`config.mk`:
```
export PLATFORM = sky130hd
export DESIGN_NAME = sum_of_squares_cal
export DESIGN_NICKNAME = d
export VERILOG_FILES = /design/src/rtl/sum_of_squares_cal.sv
export SDC_FILE = /design/constraint.sdc
export NUM_CORES = 2
export LEC_CHECK = 0
export BUFFER_PORTS_ARGS = -buffer_cell sky130_fd_sc_hd__buf_2
export CELL_PAD_IN_SITES_DETAIL_PLACEMENT = 0
export CELL_PAD_IN_SITES_GLOBAL_PLACEMENT = 1
export CORE_MARGIN = 1
export CORE_UTILIZATION = 45
export DETAILED_ROUTE_END_ITERATION = 6
export PLACE_DENSITY = 0.87
export SYNTH_ARGS = -nofsm -noshare
export SYNTH_HDL_FRONTEND = slang
export SYNTH_SLANG_ARGS = --single-unit
```
`constraint.sdc`:
```
create_clock -name clock -period 20.6 [get_ports clock]
set_input_delay 4.12 -clock clock [delete_from_list [all_inputs] [get_ports clock]]
set_output_delay 4.12 -clock clock [all_outputs]
set_load 0.005 [all_outputs]
```
`src/rtl/sum_of_squares_cal.sv`:
```
//============================================================================
// Module  : sum_of_squares_cal
// Brief   : Computes |I|^2 + |Q|^2 with one shift-add step per cycle.
// Revision: 1.0 - initial release
//============================================================================
`default_nettype none

module sum_of_squares_cal #(
    parameter int DATA_WIDTH = 71
) (
    input  logic                      clock,
    input  logic                      reset,
    input  logic                      inputValid,
    output logic                      inputReady,
    input  logic [DATA_WIDTH-1:0]     dataInI,
    input  logic [DATA_WIDTH-1:0]     dataInQ,
    output logic                      outputValid,
    output logic [2*DATA_WIDTH-1:0]   outputData
);

    localparam int PROD_W = 2 * DATA_WIDTH;
    localparam int CNT_W  = (DATA_WIDTH > 1) ? $clog2(DATA_WIDTH) : 1;
    localparam logic [CNT_W-1:0] LAST_BIT = CNT_W'(DATA_WIDTH - 1);

    typedef enum logic [1:0] {
        IDLE     = 2'd0,
        MULTIPLY = 2'd1,
        SUM      = 2'd2
    } state_t;

    state_t                  state;
    logic [DATA_WIDTH-1:0]   abs_i;
    logic [DATA_WIDTH-1:0]   abs_q;
    logic [DATA_WIDTH-1:0]   mag_i;
    logic [DATA_WIDTH-1:0]   mag_q;
    logic [PROD_W-1:0]       acc_i;
    logic [PROD_W-1:0]       acc_q;
    logic [PROD_W-1:0]       part_i;
    logic [PROD_W-1:0]       part_q;
    logic [CNT_W-1:0]        bit_cnt;

    // Unsigned negation maps the most negative input to 2^(DATA_WIDTH-1) exactly.
    assign mag_i = dataInI[DATA_WIDTH-1] ? -dataInI : dataInI;
    assign mag_q = dataInQ[DATA_WIDTH-1] ? -dataInQ : dataInQ;

    assign part_i = {{DATA_WIDTH{1'b0}}, abs_i} << bit_cnt;
    assign part_q = {{DATA_WIDTH{1'b0}}, abs_q} << bit_cnt;

    assign inputReady = (state == IDLE);

    always_ff @(posedge clock) begin
        if (reset) begin
            state       <= IDLE;
            abs_i       <= '0;
            abs_q       <= '0;
            acc_i       <= '0;
            acc_q       <= '0;
            bit_cnt     <= '0;
            outputValid <= 1'b0;
            outputData  <= '0;
        end else begin
            outputValid <= 1'b0;
            case (state)
                IDLE: begin
                    if (inputValid) begin
                        abs_i   <= mag_i;
                        abs_q   <= mag_q;
                        acc_i   <= '0;
                        acc_q   <= '0;
                        bit_cnt <= '0;
                        state   <= MULTIPLY;
                    end
                end
                MULTIPLY: begin
                    if (abs_i[bit_cnt]) begin
                        acc_i <= acc_i + part_i;
                    end
                    if (abs_q[bit_cnt]) begin
                        acc_q <= acc_q + part_q;
                    end
                    // Counter parks on the last bit; it is cleared on the next acceptance.
                    if (bit_cnt == LAST_BIT) begin
                        state <= SUM;
                    end else begin
                        bit_cnt <= bit_cnt + CNT_W'(1);
                    end
                end
                SUM: begin
                    outputData  <= acc_i + acc_q;
                    outputValid <= 1'b1;
                    state       <= IDLE;
                end
                default: begin
                    state <= IDLE;
                end
            endcase
        end
    end

endmodule

`default_nettype wire

```
**Yosys cells after proc, flatten, opt, wreduce, memory -nomap -nowiden**

Cells that the tools add are included.

- Register bits after elaboration: 578
- Output and inout bits: 144
- Word-level logic and storage cells: 50

- Add/subtract/negate cells: 6
- Magnitude comparators: 1
- Eq/ne operators: 8
- Shift operators: 2
- Multiplexer cells: 18
- Reductions and logical operators: 7

Operator list:

| operator | number |
|---|---|
| $pmux W142 S2 | 2 |
| $add A142 B142 Y142 | 3 |
| $mux W142 | 3 |
| $shl A71 B7 Y142 | 2 |
| $mux W71 | 2 |
| $neg A71 Y71 | 2 |
| $bmux W1 S7 | 2 |
| $mux W7 | 2 |
| $pmux W7 S2 | 1 |
| $ne A2 B2 Y1 const B | 5 |
| $reduce_and A3 Y1 | 3 |
| $lt A7 B8 Y1 const B | 1 |
| $add A7 B1 Y7 const B | 1 |
| $eq A7 B7 Y1 const B | 1 |
| $mux W2 | 2 |
| $pmux W2 S2 | 1 |
| $reduce_and A2 Y1 | 2 |
| $mux W1 | 3 |
| $eq A2 B1 Y1 const B | 1 |
| $eq A2 B2 Y1 const B | 1 |
| $logic_not A2 Y1 | 1 |
| $reduce_bool A2 Y1 | 1 |

**Logic depth before layout (Yosys ltp)**

- Word-level depth: 4
- Depth in mapped cells: 31

**Worst setup path before layout**

No wires, ideal clock.

- Path type: input port to flip-flop
- Start: input dataInI[19]
- End: register abs_i[65]
- Library setup time: 0.086 ns
- Arrival time: 7.892 ns
- Setup slack: 12.623 ns
- Cell stages on the path: 12
- Path buffers: 0
- Path through: or3_1 > or4_4 > or4_4 > nor3_4 > nand3_2 > or4_4 > or4_4 > or3_4 > or3_4 > o31ai_4 > xor2_1 > a211oi_1

- Longest elaborated chain between the ends: 2

Ends and longest elaborated chain:

| item | line | source |
|---|---|---|
| start: declaration | 15 | `input logic [DATA_WIDTH-1:0] dataInI,` |
| $neg A71 Y71 | 43 | `assign mag_i = dataInI[DATA_WIDTH-1] ? -dataInI : dataInI;` |
| $mux W71 | 43 |  |
| end signal: assignment | 66 | `abs_i <= mag_i;` |
| end: declaration | 32 | `logic [DATA_WIDTH-1:0] abs_i;` |

Every way passes these cells.
A chain may end at the register's enable or synchronous reset.

**Worst setup path after layout**

- Start: register bit_cnt[1]
- End: register acc_i[110]

- Longest elaborated chain between the ends: 4
- Elaborated cells between the ends (all ways): 8

Ends and longest elaborated chain:

| item | line | source |
|---|---|---|
| start: declaration | 40 | `logic [CNT_W-1:0] bit_cnt;` |
| start signal: assignment | 85 | `bit_cnt <= bit_cnt + CNT_W'(1);` |
| $shl A71 B7 Y142 / $bmux W1 S7 (equally long branches) | 46, 75 |  |
| $add A142 B142 Y142 / $mux W1 (equally long branches) | 76, 75 |  |
| $mux W142 / $ne A2 B2 Y1 (equally long branches) | -- |  |
| $pmux W142 S2 / $reduce_and A3 Y1 (equally long branches) | -- |  |
| end signal: assignment | 76 | `acc_i <= acc_i + part_i;` |
| end: declaration | 36 | `logic [PROD_W-1:0] acc_i;` |

Parallel ways exist; a longest one is shown, timed or not. The select of a mux whose other input is x is not followed.

==> impl_table.tex <==
\begin{tabular}{lr}
\hline
Metric & Value \\
\hline
\multicolumn{2}{l}{\textbf{Worst setup path}} \\
CP required & 21,160 ps \\
Worst setup path class & flip-flop to flip-flop \\
Critical Path Source Type & flip-flop \\
Highest-delay cell along the critical path & sky130\_fd\_sc\_hd\_\_buf\_4 \\
Ordered list of cells on the worst path & buf\_4 -> mux2\_2 -> o21ai\_0 -> mux2i\_1 -> mux2i\_1 -> nor2\_1 -> nor2\_1 -> nor2\_1 -> ha\_1 -> nand2\_1 -> or4\_1 -> a211oi\_1 -> o21ai\_0 -> o21ai\_0 -> a31oi\_1 -> buf\_4 -> o21ai\_0 -> a21boi\_0 -> o21ai\_0 -> a21oi\_1 -> xor2\_1 -> o21ai\_0 \\
Slowest Stage Delay on Critical Path & 870 ps \\
Worst EP arrival & 10,450 ps \\
Largest fanout of any net on the critical path & 71 \\
Critical Path Most Common Cell & sky130\_fd\_sc\_hd\_\_o21ai\_0 \\
Buffer and inverter count on the worst path & 2 \\
CP Capture Type & flip-flop \\
Dominant delay contributor by cell family on the critical path & compound AO/OA/AOI/OAI gates \\
\multicolumn{2}{l}{\textbf{Synth}} \\
Async SR Flop Fraction & 0\% \\
Number of distinct library cells after synthesis & between 80 and 90 \\
Number of flip-flops and latches in the synthesized netlist & 578 \\
Primary FF master, synth & sky130\_fd\_sc\_hd\_\_dfxtp\_1 \\
Synthesized netlist net count & 9,181 \\
Sequential area share after synthesis & 18.82\% \\
EDFF count, synth & 0 \\
Combined area of all synthesized cells & 61,490 um\^{}2 \\
Synthesized area per cell & roughly 7 um\^{}2 \\
Synthesized instance count & 8,606 \\
Number of warnings printed during yosys synthesis & 0 \\
\multicolumn{2}{l}{\textbf{Timing}} \\
Hold Violations, Final & 0 \\
Max Clock Skew & 39.82 ps \\
Maximum clock rate & 0.1011 GHz \\
Number of slew-limit violations in the final report & 0 \\
Worst slew slack as a fraction of its limit & 7.712\% \\
RSZ-0062 raised after global routing & no \\
Total negative setup slack & 0 ps \\
Final critical-path share of the clock period & approximately 48\% \\
Setup-violating endpoint count in the final report & 0 \\
Slew at the pin closest to its max-slew limit & 1370 ps \\
Final period demand of the worst path & about 9900 ps \\
\multicolumn{2}{l}{\textbf{Detailed routing}} \\
Per-cell via count in the routed design & 6.571 \\
Number of vias after detailed routing & 67,766 \\
Final wirelength & 298,400 um \\
Number of detailed-routing iterations run before antenna repair & 7 \\
Routed length per instance & 28.93 um \\
Number of nets with antenna violations after detailed routing & 0 \\
Total DRC errors in the routed layout & 3 \\
Violation count after the first detailed-route iteration & about 8,300 \\
\multicolumn{2}{l}{\textbf{Pwr}} \\
Worst voltage drop across the vdd grid & between 0.00005 and 0.00006 V \\
Relative contribution of sequential cells to total power & a little over a third \\
Combinational group share of total power & 21.9\% \\
Clock network fraction of design power & 42.9\% \\
Net switching power & 1.165 mW \\
Switching Share & 34.16\% \\
Static Leakage & 26.94 nW \\
Pint & approximately 2.2 mW \\
P per Cell Area & 51.38 nW/um\^{}2 \\
\multicolumn{2}{l}{\textbf{Layout}} \\
Multi-input gate area in the final layout & 47,210 um\^{}2 \\
Area overhead of the layout relative to synthesis & 7.936\% \\
Filler Cells Inserted & 13,785 \\
Layout Cell Area excl Fill & 66,370 um\^{}2 \\
Core utilization of the finished layout & 48.99\% \\
Storage cell area & approximately 12,000 um\^{}2 \\
Net count reported at finish & 9,033 \\
Fraction of layout instances using a drive strength above 1 & 9.357\% \\
Final Instance Count excl. Fillers & 10,313 \\
\multicolumn{2}{l}{\textbf{Clocking}} \\
Clock tree from TritonCTS & yes \\
Clock network latency to the later pin of the worst-skew pair & 730 ps \\
Buffer levels on the longest clock path & 3 \\
Buffer type at the clock tree root & sky130\_fd\_sc\_hd\_\_clkbuf\_16 \\
PostCTS Resize Cnt & 0 \\
Count of clock tree sinks & 578 \\
Number of post-CTS setup repair buffers & 0 \\
Clock Pin Slew Worst Setup and Hold Paths & approximately 60 ps \\
Inserted Clock Buffers & 75 \\
Number of levels the H-tree was split into & 3 \\
Count of hold-fix buffers inserted at cts & 0 \\
\multicolumn{2}{l}{\textbf{Placement}} \\
HPWL after detailed placement & 245,200 um \\
Cell area after placement & 63,660 um\^{}2 \\
Routability cong. & 1.134 \\
Placed instance count & 10,162 \\
IO Port Bufs & 288 \\
\multicolumn{2}{l}{\textbf{Flow run}} \\
Maximum Capacitance Violations & 0 \\
\multicolumn{2}{l}{\textbf{Floorplanning}} \\
Die X & 371.7 um \\
Core Area & 135,500 um\^{}2 \\
Initial Utilization & between 40\% and 50\% \\
Total number of placement rows & 135 \\
Die span in y & 371.7 um \\
Die outline area & 138,100 um\^{}2 \\
Top-Level Pins & 289 \\
\multicolumn{2}{l}{\textbf{Global routing}} \\
Aggregate global-route resource usage & 41.54\% \\
Antenna violations before repair & 25 \\
Aggregate global routing overflow & 0 \\
Largest net degree at the start of global routing & 162 \\
Vias in the first global route & slightly above 60,000 \\
Wire length of the first global-routing pass & 423,400 um \\
\multicolumn{2}{l}{\textbf{Outcome}} \\
Status & finished, violations left \\
Violations in the final reports & DRC \\
\multicolumn{2}{l}{\textbf{Worst hold path}} \\
Path class of the lowest-slack min-delay path & flip-flop to flip-flop \\
\hline
\end{tabular}
==> power groups by stage <==
stage          Sequential (mW)  Combinational [mW]  Clock [mW]
2_1_floorplan             1.19               0.469           0
3_3_place_gp              1.22               0.711           0
3_5_place_dp              1.22               0.713           0
4_1_cts                   1.20               0.716        1.48
5_1_grt                   1.20               0.782        1.52
6_report                  1.20               0.747        1.46
==> cell type report <==
type | count | share of cell area [%]
diodes | 14 | 0.05279
well taps | 1781 | 3.358
repair buffers | 360 | 3.058
flip-flops and latches | 578 | 17.47
inverters | 159 | 0.9106
clock buffers | 98 | 3.205
clock inverters | 39 | 0.8163
multi-input cells | 7284 | 71.13
==> cell usage after synthesis, drive strengths merged, types with 26 or more instances <==
library cell  instances  area, um^2
a211oi              171        1284
nor2               1015        3810
and3                 32       200.2
ha                  427        5343
a21boi               52       390.4
a22o                100       875.8
or4                  39       307.8
or3                  60       385.4
a21oi               880        4404
o21bai              128       960.9
nor2b                39       244.0
xnor2               254        2225
o41ai                26       227.7
a31oi               118       738.2
a22oi                47       352.8
mux2                138        1554
o21ai               671        3358
o21a                 70       525.5
nor3                132       671.9
nand4               199        1245
nand3                82       415.4
or2                  33       206.5
and2                 73       456.7
o22ai               107       669.4
xor2                280        2452
o221ai               29       254.0
clkbuf              513        1926
mux2i               274        2743
o31ai                74       569.3
nand2              1113        4178
inv                 157       589.3
a21o                257        1929
mux4                 83        1869
buf                  72       271.5
dfxtp               578       11570
nor4                 34       212.7
nand2b               56       350.3
==> worst reg2reg max path, cell delays in order (launching register included) <==
cell	delay, ps
sky130_fd_sc_hd__dfxtp_4	770
sky130_fd_sc_hd__buf_4	910
sky130_fd_sc_hd__mux2_2	450
sky130_fd_sc_hd__o21ai_0	500
sky130_fd_sc_hd__mux2i_1	190
sky130_fd_sc_hd__mux2i_1	380
sky130_fd_sc_hd__nor2_1	100
sky130_fd_sc_hd__nor2_1	580
sky130_fd_sc_hd__nor2_1	270
sky130_fd_sc_hd__ha_1	480
sky130_fd_sc_hd__nand2_1	150
sky130_fd_sc_hd__or4_1	640
sky130_fd_sc_hd__a211oi_1	830
sky130_fd_sc_hd__o21ai_0	280
sky130_fd_sc_hd__o21ai_0	660
sky130_fd_sc_hd__a31oi_1	170
sky130_fd_sc_hd__buf_4	230
sky130_fd_sc_hd__o21ai_0	680
sky130_fd_sc_hd__a21boi_0	410
sky130_fd_sc_hd__o21ai_0	610
sky130_fd_sc_hd__a21oi_1	160
sky130_fd_sc_hd__xor2_1	190
sky130_fd_sc_hd__o21ai_0	100
==> cells by family (layout without fill, tap and decap cells) <==
| logic type | Yosys count | count (layout) | synth area share (%) |
|---|---|---|---|
| XOR/XNOR | 534 | 534 | 7.606 |
| multiplexers | 495 | 495 | 10.03 |
| other | 0 | 14 | 0 |
| AO/OA/AOI/OAI | 2885 | 2885 | 29.13 |
| adder cells (fa/ha/maj) | 430 | 430 | 8.786 |
| AND/OR/NAND/NOR | 2940 | 2940 | 21.09 |
| buffers and inverters | 744 | 656 | 4.544 |
| flip-flops | 578 | 578 | 18.82 |
==> layer usage <==
| metal | track usage, % | up-vias | share of wire [%] |
|---|---|---|---|
| li1 | - | 31139 | - |
| met1 | 56.60 | 32317 | 43 |
| met2 | 59.72 | 3641 | 40 |
| met3 | 10.40 | 649 | 11 |
| met4 | 21.92 | 20 | 5.9 |
| met5 | 0 | - | 0.048 |
==> cell usage in the layout (no fill, tap or decap), types with 58 or more instances in the layout <==
master,n
sky130_fd_sc_hd__o21a_1,70
sky130_fd_sc_hd__buf_4,69
sky130_fd_sc_hd__a21oi_1,880
sky130_fd_sc_hd__a22o_1,100
sky130_fd_sc_hd__a21o_1,257
sky130_fd_sc_hd__ha_1,427
sky130_fd_sc_hd__mux4_2,83
sky130_fd_sc_hd__a211oi_1,171
sky130_fd_sc_hd__mux2_2,138
sky130_fd_sc_hd__o21bai_1,128
sky130_fd_sc_hd__nand2_1,1111
sky130_fd_sc_hd__a31oi_1,118
sky130_fd_sc_hd__nand4_1,199
sky130_fd_sc_hd__o22ai_1,107
sky130_fd_sc_hd__and2_1,72
sky130_fd_sc_hd__mux2i_1,274
sky130_fd_sc_hd__o21ai_0,663
sky130_fd_sc_hd__xor2_1,280
sky130_fd_sc_hd__o31ai_1,73
sky130_fd_sc_hd__buf_2,287
sky130_fd_sc_hd__nor3_1,130
sky130_fd_sc_hd__nor2_1,1011
sky130_fd_sc_hd__xnor2_1,254
sky130_fd_sc_hd__inv_1,153
sky130_fd_sc_hd__clkbuf_16,78
sky130_fd_sc_hd__dfxtp_1,571
sky130_fd_sc_hd__or3_1,58
sky130_fd_sc_hd__nand3_1,81
==> path summary, 6_finish.rpt <==
kind / start / depth (start not counted) / end / slack, ps
setup reg to reg: bit_cnt[1] / 22 / acc_i[110] / 10710
hold / removal: outputData[50] / 2 / outputData[50] / 440
hold reg to reg: outputData[50] / 2 / outputData[50] / 440
setup / recovery: bit_cnt[1] / 22 / acc_i[110] / 10710
==> metrics by stage <==
step	hold WS [ps]	worst slack, ps	power, mW
detailed placement	435.9	11210	1.935
global route	465.0	10530	3.502
global placement	428.7	11300	1.933
floorplan	448.2	12620	1.661
finish	444.0	10710	3.410
CTS	447.1	11200	3.392
==> flip-flops by register name, indices dropped and copies added (netlist names) <==
name         count
abs_i           71
abs_q           71
acc_i          142
acc_q          142
bit_cnt          7
outputData     142
outputValid      1
state            2
Note: power is estimated with default switching activity, not from simulation.
